**src/rtl/mem_arb_pkg.sv**
```systemverilog
// Shared types and constants for the main-memory port arbiter.
//   arb_state_e : transfer sequencer states
//   GRANT_*     : encoding of the grant observability output
//   STREAK_W    : width of the consecutive-D-grant counter
package mem_arb_pkg;

  localparam int unsigned STREAK_W = 4;

  localparam logic [1:0] GRANT_NONE = 2'b00;
  localparam logic [1:0] GRANT_I    = 2'b01;
  localparam logic [1:0] GRANT_D    = 2'b10;

  typedef enum logic [2:0] {
    StIdle,
    StDReq,
    StDWait,
    StIReq,
    StIWait
  } arb_state_e;

endpackage

```
**src/rtl/mem_port_arbiter_if.sv**
```systemverilog
// Bus bundle for the memory port arbiter: I-cache miss port, D-cache miss port,
// main-memory port and the grant observability signal.
//   slave  : arbiter view (takes requests, drives memory strobes and stalls)
//   master : environment view (caches + main memory)
interface mem_port_arbiter_if #(
  parameter int unsigned ADDR_W = 28,
  parameter int unsigned BLK_W  = 128
);
  logic              i_read;
  logic [ADDR_W-1:0] i_address;
  logic [BLK_W-1:0]  i_readdata;
  logic              i_busywait;

  logic              d_read;
  logic              d_write;
  logic [ADDR_W-1:0] d_address;
  logic [BLK_W-1:0]  d_writedata;
  logic [BLK_W-1:0]  d_readdata;
  logic              d_busywait;

  logic              mem_read;
  logic              mem_write;
  logic [ADDR_W-1:0] mem_address;
  logic [BLK_W-1:0]  mem_writedata;
  logic [BLK_W-1:0]  mem_readdata;
  logic              mem_busywait;

  logic [1:0]        grant;

  modport slave (
    input  i_read, i_address, d_read, d_write, d_address, d_writedata,
           mem_readdata, mem_busywait,
    output i_readdata, i_busywait, d_readdata, d_busywait,
           mem_read, mem_write, mem_address, mem_writedata, grant
  );

  modport master (
    output i_read, i_address, d_read, d_write, d_address, d_writedata,
           mem_readdata, mem_busywait,
    input  i_readdata, i_busywait, d_readdata, d_busywait,
           mem_read, mem_write, mem_address, mem_writedata, grant
  );

endinterface

```
**src/rtl/mem_arb_prio.sv**
```systemverilog
// Combinational priority pick for the memory port.
//   i_req_i  : I-side read pending
//   d_req_i  : D-side read or write pending
//   streak_i : consecutive D grants made while I was pending
//   limit_i  : streak value at which I is forced through
//   grant_o  : GRANT_NONE / GRANT_I / GRANT_D
// D normally wins (older instruction); once the streak reaches the limit a
// pending I request takes the port.
module mem_arb_prio
  import mem_arb_pkg::*;
(
  input  logic                i_req_i,
  input  logic                d_req_i,
  input  logic [STREAK_W-1:0] streak_i,
  input  logic [STREAK_W-1:0] limit_i,
  output logic [1:0]          grant_o
);

  always_comb begin
    grant_o = GRANT_NONE;
    if (d_req_i && !(i_req_i && (streak_i == limit_i))) begin
      grant_o = GRANT_D;
    end else if (i_req_i) begin
      grant_o = GRANT_I;
    end
  end

endmodule

```
**src/rtl/mem_port_arbiter.sv**
```systemverilog
// Shares one main-memory block port between the I-cache miss path (read only)
// and the D-cache miss path (read/write).
//   clk : clock, rising edge
//   rst : asynchronous active-low reset
//   bus : slave view of mem_port_arbiter_if (I port, D port, memory port, grant)
// Each transfer runs IDLE -> X_REQ -> X_WAIT (until mem_busywait low) -> IDLE.
// Busywait per side is request & ~done, so a stall starts in the request cycle
// and is released combinationally in the done cycle.
module mem_port_arbiter
  import mem_arb_pkg::*;
#(
  parameter int unsigned ADDR_W       = 28,
  parameter int unsigned BLK_W        = 128,
  parameter int unsigned STARVE_LIMIT = 4
) (
  input logic              clk,
  input logic              rst,
  mem_port_arbiter_if.slave bus
);

  localparam logic [STREAK_W-1:0] Limit = STREAK_W'(STARVE_LIMIT);

  arb_state_e          state_q, state_d;
  logic [1:0]          grant_nxt;
  logic                d_req;
  logic                d_xfer, i_xfer;
  logic                d_done, i_done;

  // Capture registers: memory is driven only from these.
  logic [ADDR_W-1:0]   addr_q, addr_d;
  logic [BLK_W-1:0]    wdata_q, wdata_d;
  logic                write_q, write_d;
  logic [STREAK_W-1:0] streak_q, streak_d;

  assign d_req = bus.d_read | bus.d_write;

  mem_arb_prio u_prio (
    .i_req_i  (bus.i_read),
    .d_req_i  (d_req),
    .streak_i (streak_q),
    .limit_i  (Limit),
    .grant_o  (grant_nxt)
  );

  // State register
  always_ff @(posedge clk or negedge rst) begin
    if (!rst) begin
      state_q <= StIdle;
    end else begin
      state_q <= state_d;
    end
  end

  // Next-state logic
  always_comb begin
    state_d = state_q;
    unique case (state_q)
      StIdle: begin
        if (grant_nxt == GRANT_D) begin
          state_d = StDReq;
        end else if (grant_nxt == GRANT_I) begin
          state_d = StIReq;
        end
      end
      StDReq:  state_d = StDWait;
      StDWait: if (!bus.mem_busywait) state_d = StIdle;
      StIReq:  state_d = StIWait;
      StIWait: if (!bus.mem_busywait) state_d = StIdle;
      default: state_d = StIdle;
    endcase
  end

  // Grant capture and starvation streak, both only updated while arbitrating.
  always_comb begin
    addr_d   = addr_q;
    wdata_d  = wdata_q;
    write_d  = write_q;
    streak_d = streak_q;
    if (state_q == StIdle) begin
      if (grant_nxt == GRANT_D) begin
        addr_d  = bus.d_address;
        wdata_d = bus.d_writedata;
        write_d = bus.d_write;  // write wins on an illegal read+write
      end else if (grant_nxt == GRANT_I) begin
        addr_d  = bus.i_address;
        wdata_d = '0;
        write_d = 1'b0;
      end

      if ((grant_nxt == GRANT_I) || !bus.i_read) begin
        streak_d = '0;
      end else if ((grant_nxt == GRANT_D) && (streak_q != Limit)) begin
        streak_d = streak_q + 1'b1;
      end
    end
  end

  always_ff @(posedge clk or negedge rst) begin
    if (!rst) begin
      addr_q   <= '0;
      wdata_q  <= '0;
      write_q  <= 1'b0;
      streak_q <= '0;
    end else begin
      addr_q   <= addr_d;
      wdata_q  <= wdata_d;
      write_q  <= write_d;
      streak_q <= streak_d;
    end
  end

  // Output decode
  always_comb begin
    d_xfer = (state_q == StDReq) || (state_q == StDWait);
    i_xfer = (state_q == StIReq) || (state_q == StIWait);
    d_done = (state_q == StDWait) && !bus.mem_busywait;
    i_done = (state_q == StIWait) && !bus.mem_busywait;

    bus.mem_read      = (d_xfer || i_xfer) && !write_q;
    bus.mem_write     = (d_xfer || i_xfer) && write_q;
    bus.mem_address   = addr_q;
    bus.mem_writedata = wdata_q;

    if (d_xfer) begin
      bus.grant = GRANT_D;
    end else if (i_xfer) begin
      bus.grant = GRANT_I;
    end else begin
      bus.grant = GRANT_NONE;
    end

    bus.i_busywait = bus.i_read && !i_done;
    bus.d_busywait = d_req && !d_done;
    bus.i_readdata = i_done ? bus.mem_readdata : '0;
    bus.d_readdata = d_done ? bus.mem_readdata : '0;
  end

  d_dir_excl: assert property (@(posedge clk) disable iff (!rst) !(bus.d_read && bus.d_write))
    else $error("d_read and d_write asserted together");

endmodule

```
**src/flat_wrapper.sv**
```systemverilog
// flat-port wrapper written by rule: the top's interface ports become plain ports
module mem_port_arbiter_flat import mem_arb_pkg::*;
#(
  parameter int unsigned ADDR_W       = 28,
  parameter int unsigned BLK_W        = 128,
  parameter int unsigned STARVE_LIMIT = 4
)
  (clk, rst, bus_i_read, bus_i_address, bus_d_read, bus_d_write, bus_d_address, bus_d_writedata, bus_mem_readdata, bus_mem_busywait, bus_i_readdata, bus_i_busywait, bus_d_readdata, bus_d_busywait, bus_mem_read, bus_mem_write, bus_mem_address, bus_mem_writedata, bus_grant);
  mem_port_arbiter_if #(.ADDR_W(ADDR_W), .BLK_W(BLK_W)) bus_i ();
  input logic clk;
  input logic rst;
  input wire logic [$bits(bus_i.i_read)-1:0] bus_i_read;
  input wire logic [$bits(bus_i.i_address)-1:0] bus_i_address;
  input wire logic [$bits(bus_i.d_read)-1:0] bus_d_read;
  input wire logic [$bits(bus_i.d_write)-1:0] bus_d_write;
  input wire logic [$bits(bus_i.d_address)-1:0] bus_d_address;
  input wire logic [$bits(bus_i.d_writedata)-1:0] bus_d_writedata;
  input wire logic [$bits(bus_i.mem_readdata)-1:0] bus_mem_readdata;
  input wire logic [$bits(bus_i.mem_busywait)-1:0] bus_mem_busywait;
  output wire logic [$bits(bus_i.i_readdata)-1:0] bus_i_readdata;
  output wire logic [$bits(bus_i.i_busywait)-1:0] bus_i_busywait;
  output wire logic [$bits(bus_i.d_readdata)-1:0] bus_d_readdata;
  output wire logic [$bits(bus_i.d_busywait)-1:0] bus_d_busywait;
  output wire logic [$bits(bus_i.mem_read)-1:0] bus_mem_read;
  output wire logic [$bits(bus_i.mem_write)-1:0] bus_mem_write;
  output wire logic [$bits(bus_i.mem_address)-1:0] bus_mem_address;
  output wire logic [$bits(bus_i.mem_writedata)-1:0] bus_mem_writedata;
  output wire logic [$bits(bus_i.grant)-1:0] bus_grant;
  assign bus_i.i_read = bus_i_read;
  assign bus_i.i_address = bus_i_address;
  assign bus_i.d_read = bus_d_read;
  assign bus_i.d_write = bus_d_write;
  assign bus_i.d_address = bus_d_address;
  assign bus_i.d_writedata = bus_d_writedata;
  assign bus_i.mem_readdata = bus_mem_readdata;
  assign bus_i.mem_busywait = bus_mem_busywait;
  assign bus_i_readdata = bus_i.i_readdata;
  assign bus_i_busywait = bus_i.i_busywait;
  assign bus_d_readdata = bus_i.d_readdata;
  assign bus_d_busywait = bus_i.d_busywait;
  assign bus_mem_read = bus_i.mem_read;
  assign bus_mem_write = bus_i.mem_write;
  assign bus_mem_address = bus_i.mem_address;
  assign bus_mem_writedata = bus_i.mem_writedata;
  assign bus_grant = bus_i.grant;
  mem_port_arbiter #(.ADDR_W(ADDR_W), .BLK_W(BLK_W), .STARVE_LIMIT(STARVE_LIMIT)) u_core (.clk(clk), .rst(rst), .bus(bus_i));
endmodule
```
**config.mk**
```make
export PLATFORM = sky130hd
export DESIGN_NAME = mem_port_arbiter_flat
export DESIGN_NICKNAME = d
export VERILOG_FILES = /design/src/rtl/mem_arb_pkg.sv /design/src/rtl/mem_port_arbiter_if.sv /design/src/rtl/mem_arb_prio.sv /design/src/rtl/mem_port_arbiter.sv /design/src/flat_wrapper.sv
export SDC_FILE = /design/constraint.sdc
export NUM_CORES = 1
export LEC_CHECK = 0
export ABC_AREA = 1
export CORE_AREA = 2 2 288 290
export DETAILED_ROUTE_END_ITERATION = 16
export DIE_AREA = 0 0 290 292
export PLACE_DENSITY_LB_ADDON = 0.25
export SLEW_MARGIN = 20
export SYNTH_ARGS = -nofsm -noshare
export SYNTH_HDL_FRONTEND = slang
export SYNTH_SLANG_ARGS = --single-unit
```
**constraint.sdc**
```tcl
create_clock -name clk -period 1.5 [get_ports clk]
set_input_delay 0.3 -clock clk [delete_from_list [all_inputs] [get_ports clk]]
set_output_delay 0.3 -clock clk [all_outputs]
set_load 0.01 [all_outputs]
```
==> run metrics <==
RSZ-0062 raised after global routing yes; Clk Latency, worst-skew pair 480 ps; PwrDens roughly 1600 mW/mm^2; Final Hold Fails 0; CTS tree yes; Syn-to-layout area delta 168%; Die H 292 um; CP Max Fanout 6; mean cell area of the mapped netlist 7.12 sq um; Tcrit/Tclk final 164%; HPWL Detailed 50100 um; final instance area 0.0237 sq mm; first-pass GRT wire length about 94000 um; H-tree depth 4; Syn Inst Count 1244; Synth Area in Adders less than 1%; top-area cell type share of the netlist area 46.3%; sequential share of power 20.2%; placed cell area between 0.015 and 0.02 sq mm; Post-Synth XOR/XNOR Area 0.0988%; 1st-iter DRT viols 323; GRT Total Usage between 10% and 20%; syn nets ~1600; largest family of logic cells by synthesized area simple AND/OR/NAND/NOR gates; Setup Skew 11.0 ps; Overflow after GRT 0; clk slew on worst S/H paths 70 ps; violated checks negative setup slack; Residual DRC 0; storage element area 0.00410 sq mm; combinational share of power approximately two thirds; largest net degree at the start of global routing 56; layout cells sized above 1 between 40% and 50%; mux contribution to synthesized area 0%; clk sinks 164; utilization of the core after routing between 20% and 30%; Port Buffers 735; vias in the first global route 12516; DRT Pass-1 Iters 4; dpl ws -1100 ps; post-synthesis sequential area ratio 46.3%; Initial Util 10.9%; crit path time final 2450 ps; Slew Limit Fails 0; area share of and/or/nand/nor cells after synthesis around 39%; Cells after DPL 3056; VDD IR-drop max 0.840 mV; DR WL met3 3920 um; #FFs+latches synth 164; cell row count 105; wirelength, routed about 68000 um; Ports 736; Vias 11737; DRT antenna net count 0; final weighted congestion in routability-driven placement 0.944; Synth Area in Compound Gates 0.339%; Switching Fraction 40.5%; total core area 0.0816 sq mm; WL met1 23700 um; die area 0.0847 sq mm; wire length per cell 20.7 um; number of clock buffers inserted by TritonCTS 17; actual slew at the worst max-slew pin 399 ps; setup_tns -252150 ps; number of max-cap violations 0; fill count between 8000 and 9000; outcome finished, violations left; area leader, netlist dfrtp_1; leakage between 0.01 and 0.015 uW; yosys warns 0; min-delay worst type in2async; Area contributors post-synth dfrtp_1 46%, nand2_1 21%, nor2_1 9.5%; Clock Power Share 11.9%; Psw 15900 uW; antenna violations before repair 33; cell internal pwr 23300 uW; Layout Cells excl Fill 3256; Finish-stage setup viols between 400 and 500; CP Class reg2out; vias per inst 3.60; met2 wire len 36600 um; relative slew slack 73.4%; Achievable Freq 408 MHz; startpoint types flip-flop; CP arrival approximately 2200 ps; final setup margin -954 ps; Critical Path RT 1200 ps; Die Wd 290 um; root buffer cell clkbuf_16; CP Capture Type output port; area of the multi-input gates around 0.0056 sq mm; Bufs on Longest Clock Path 2; max layer used met5; Net count, final 2476; Unique masters post-synth 22; Post-Syn Area 0.00886 sq mm
[worst max-delay path: stages, from the launching register on]
cell	delay, ps
dfrtp_1	410
nor2_2	160
nand2_1	80
or2_4	280
buf_12	160
buf_12	140
buf_12	140
nor2_4	150
buf_6	130
[registers in the layout, summed over array words and instances, names as in the netlist]
signal,count
u_core.bus.mem_writedata,128
u_core.bus.mem_address,28
u_core.streak_q,4
u_core.state_q,3
u_core.write_q,1
[placed cells by master, fill, tap and decap left out, types with 3 or more instances in the layout]
cell,netlist,routed
buf_12,0,64
buf_16,0,54
buf_2,17,50
buf_4,17,50
buf_6,33,247
buf_8,1,23
clkbuf_16,0,20
clkdlybuf4s15_1,0,130
clkdlybuf4s15_2,0,12
clkdlybuf4s50_1,0,316
clkinv_8,0,3
dfrtp_1,164,164
diode_2,0,17
dlygate4sd2_1,0,13
inv_1,171,165
inv_2,3,7
inv_6,0,7
nand2_1,487,323
nand2_2,1,150
nand2_4,0,14
nand3_1,39,34
nand3_4,0,3
nand3b_1,28,28
nand4_1,3,3
nor2_1,224,12
nor2_2,31,43
nor2_4,11,211
o21ai_0,4,4
[layer usage]
metal	up-vias	global-route usage (%)
met5	-	0
met4	4	8.26
met3	113	4.40
met2	510	29.2
met1	5620	15.7
li1	5490	-
[power by group through the flow]
stage	Combinational [uW]	Clock, uW	Sequential (uW)
finish	26600	4650	7910
global route	28400	5060	8190
CTS	26200	4910	7880
detailed placement	17100	0	7710
global placement	17000	0	7690
floorplan	6560	0	8630
[Yosys cell counts]
cell and n:
a21oi_1 2, buf_1 1, buf_2 17, buf_4 17, buf_6 33, buf_8 1, clkbuf_1 3, dfrtp_1 164
ha_1 2, inv_1 171, inv_2 3, nand2_1 487, nand2_2 1, nand3_1 39, nand3b_1 28, nand4_1 3
nor2_1 224, nor2_2 31, nor2_4 11, o21ai_0 4, or2_4 1, xor2_1 1
[stage by stage]
stage                     hold slack [ps]  power (uW)
after floorplan                      4.41       15200
after global placement                204       24700
after detailed placement              210       24800
after CTS                             213       39000
after global routing                  244       41700
final                                 260       39100
[area by class of cell]
| cell class | count | area share (%) |
|---|---|---|
| clock buffers | 17 | 1.79 |
| repair inverters | 1 | 0.127 |
| repair buffers | 964 | 47.8 |
| inverters | 174 | 2.86 |
| multi-input cells | 834 | 23.5 |
| diodes | 17 | 0.179 |
| well taps | 1070 | 5.64 |
| clock inverters | 15 | 0.722 |
| flip-flops and latches | 164 | 17.3 |
[cells by family after synthesis]
group	Yosys count
buffers and inverters	246
XOR/XNOR	1
adder cells (fa/ha/maj)	2
flip-flops	164
AND/OR/NAND/NOR	825
AO/OA/AOI/OAI	6
[worst paths after layout]
path                                                from                            end  slack [ps]  cells past startpoint
max                                    u_core.state_q[0]             bus_i_readdata[39]        -950                      8
min                                                  rst  u_core.bus.mem_writedata[117]         260                      2
max reg2reg                            u_core.state_q[0]  u_core.bus.mem_writedata[118]        -360                     13
min reg2reg                u_core.bus.mem_writedata[119]  u_core.bus.mem_writedata[119]         480                      2
max in group asynchronous                            rst                 u_core.write_q         580                      3
min in group clk                     bus_d_writedata[29]   u_core.bus.mem_writedata[29]         350                      3
[what timing repair did]
action / CTS / global route
endpoints found under the hold margin: 24 / 0
gates cloned: 56 / 3
gates resized for setup: 1947 / 270
pin swaps: 82 / 37
setup endpoints to repair: 575 / 452
hold buffers: 1 / 0
buffers inserted: 79 / 30
Note: power is estimated with default switching activity, not from simulation.
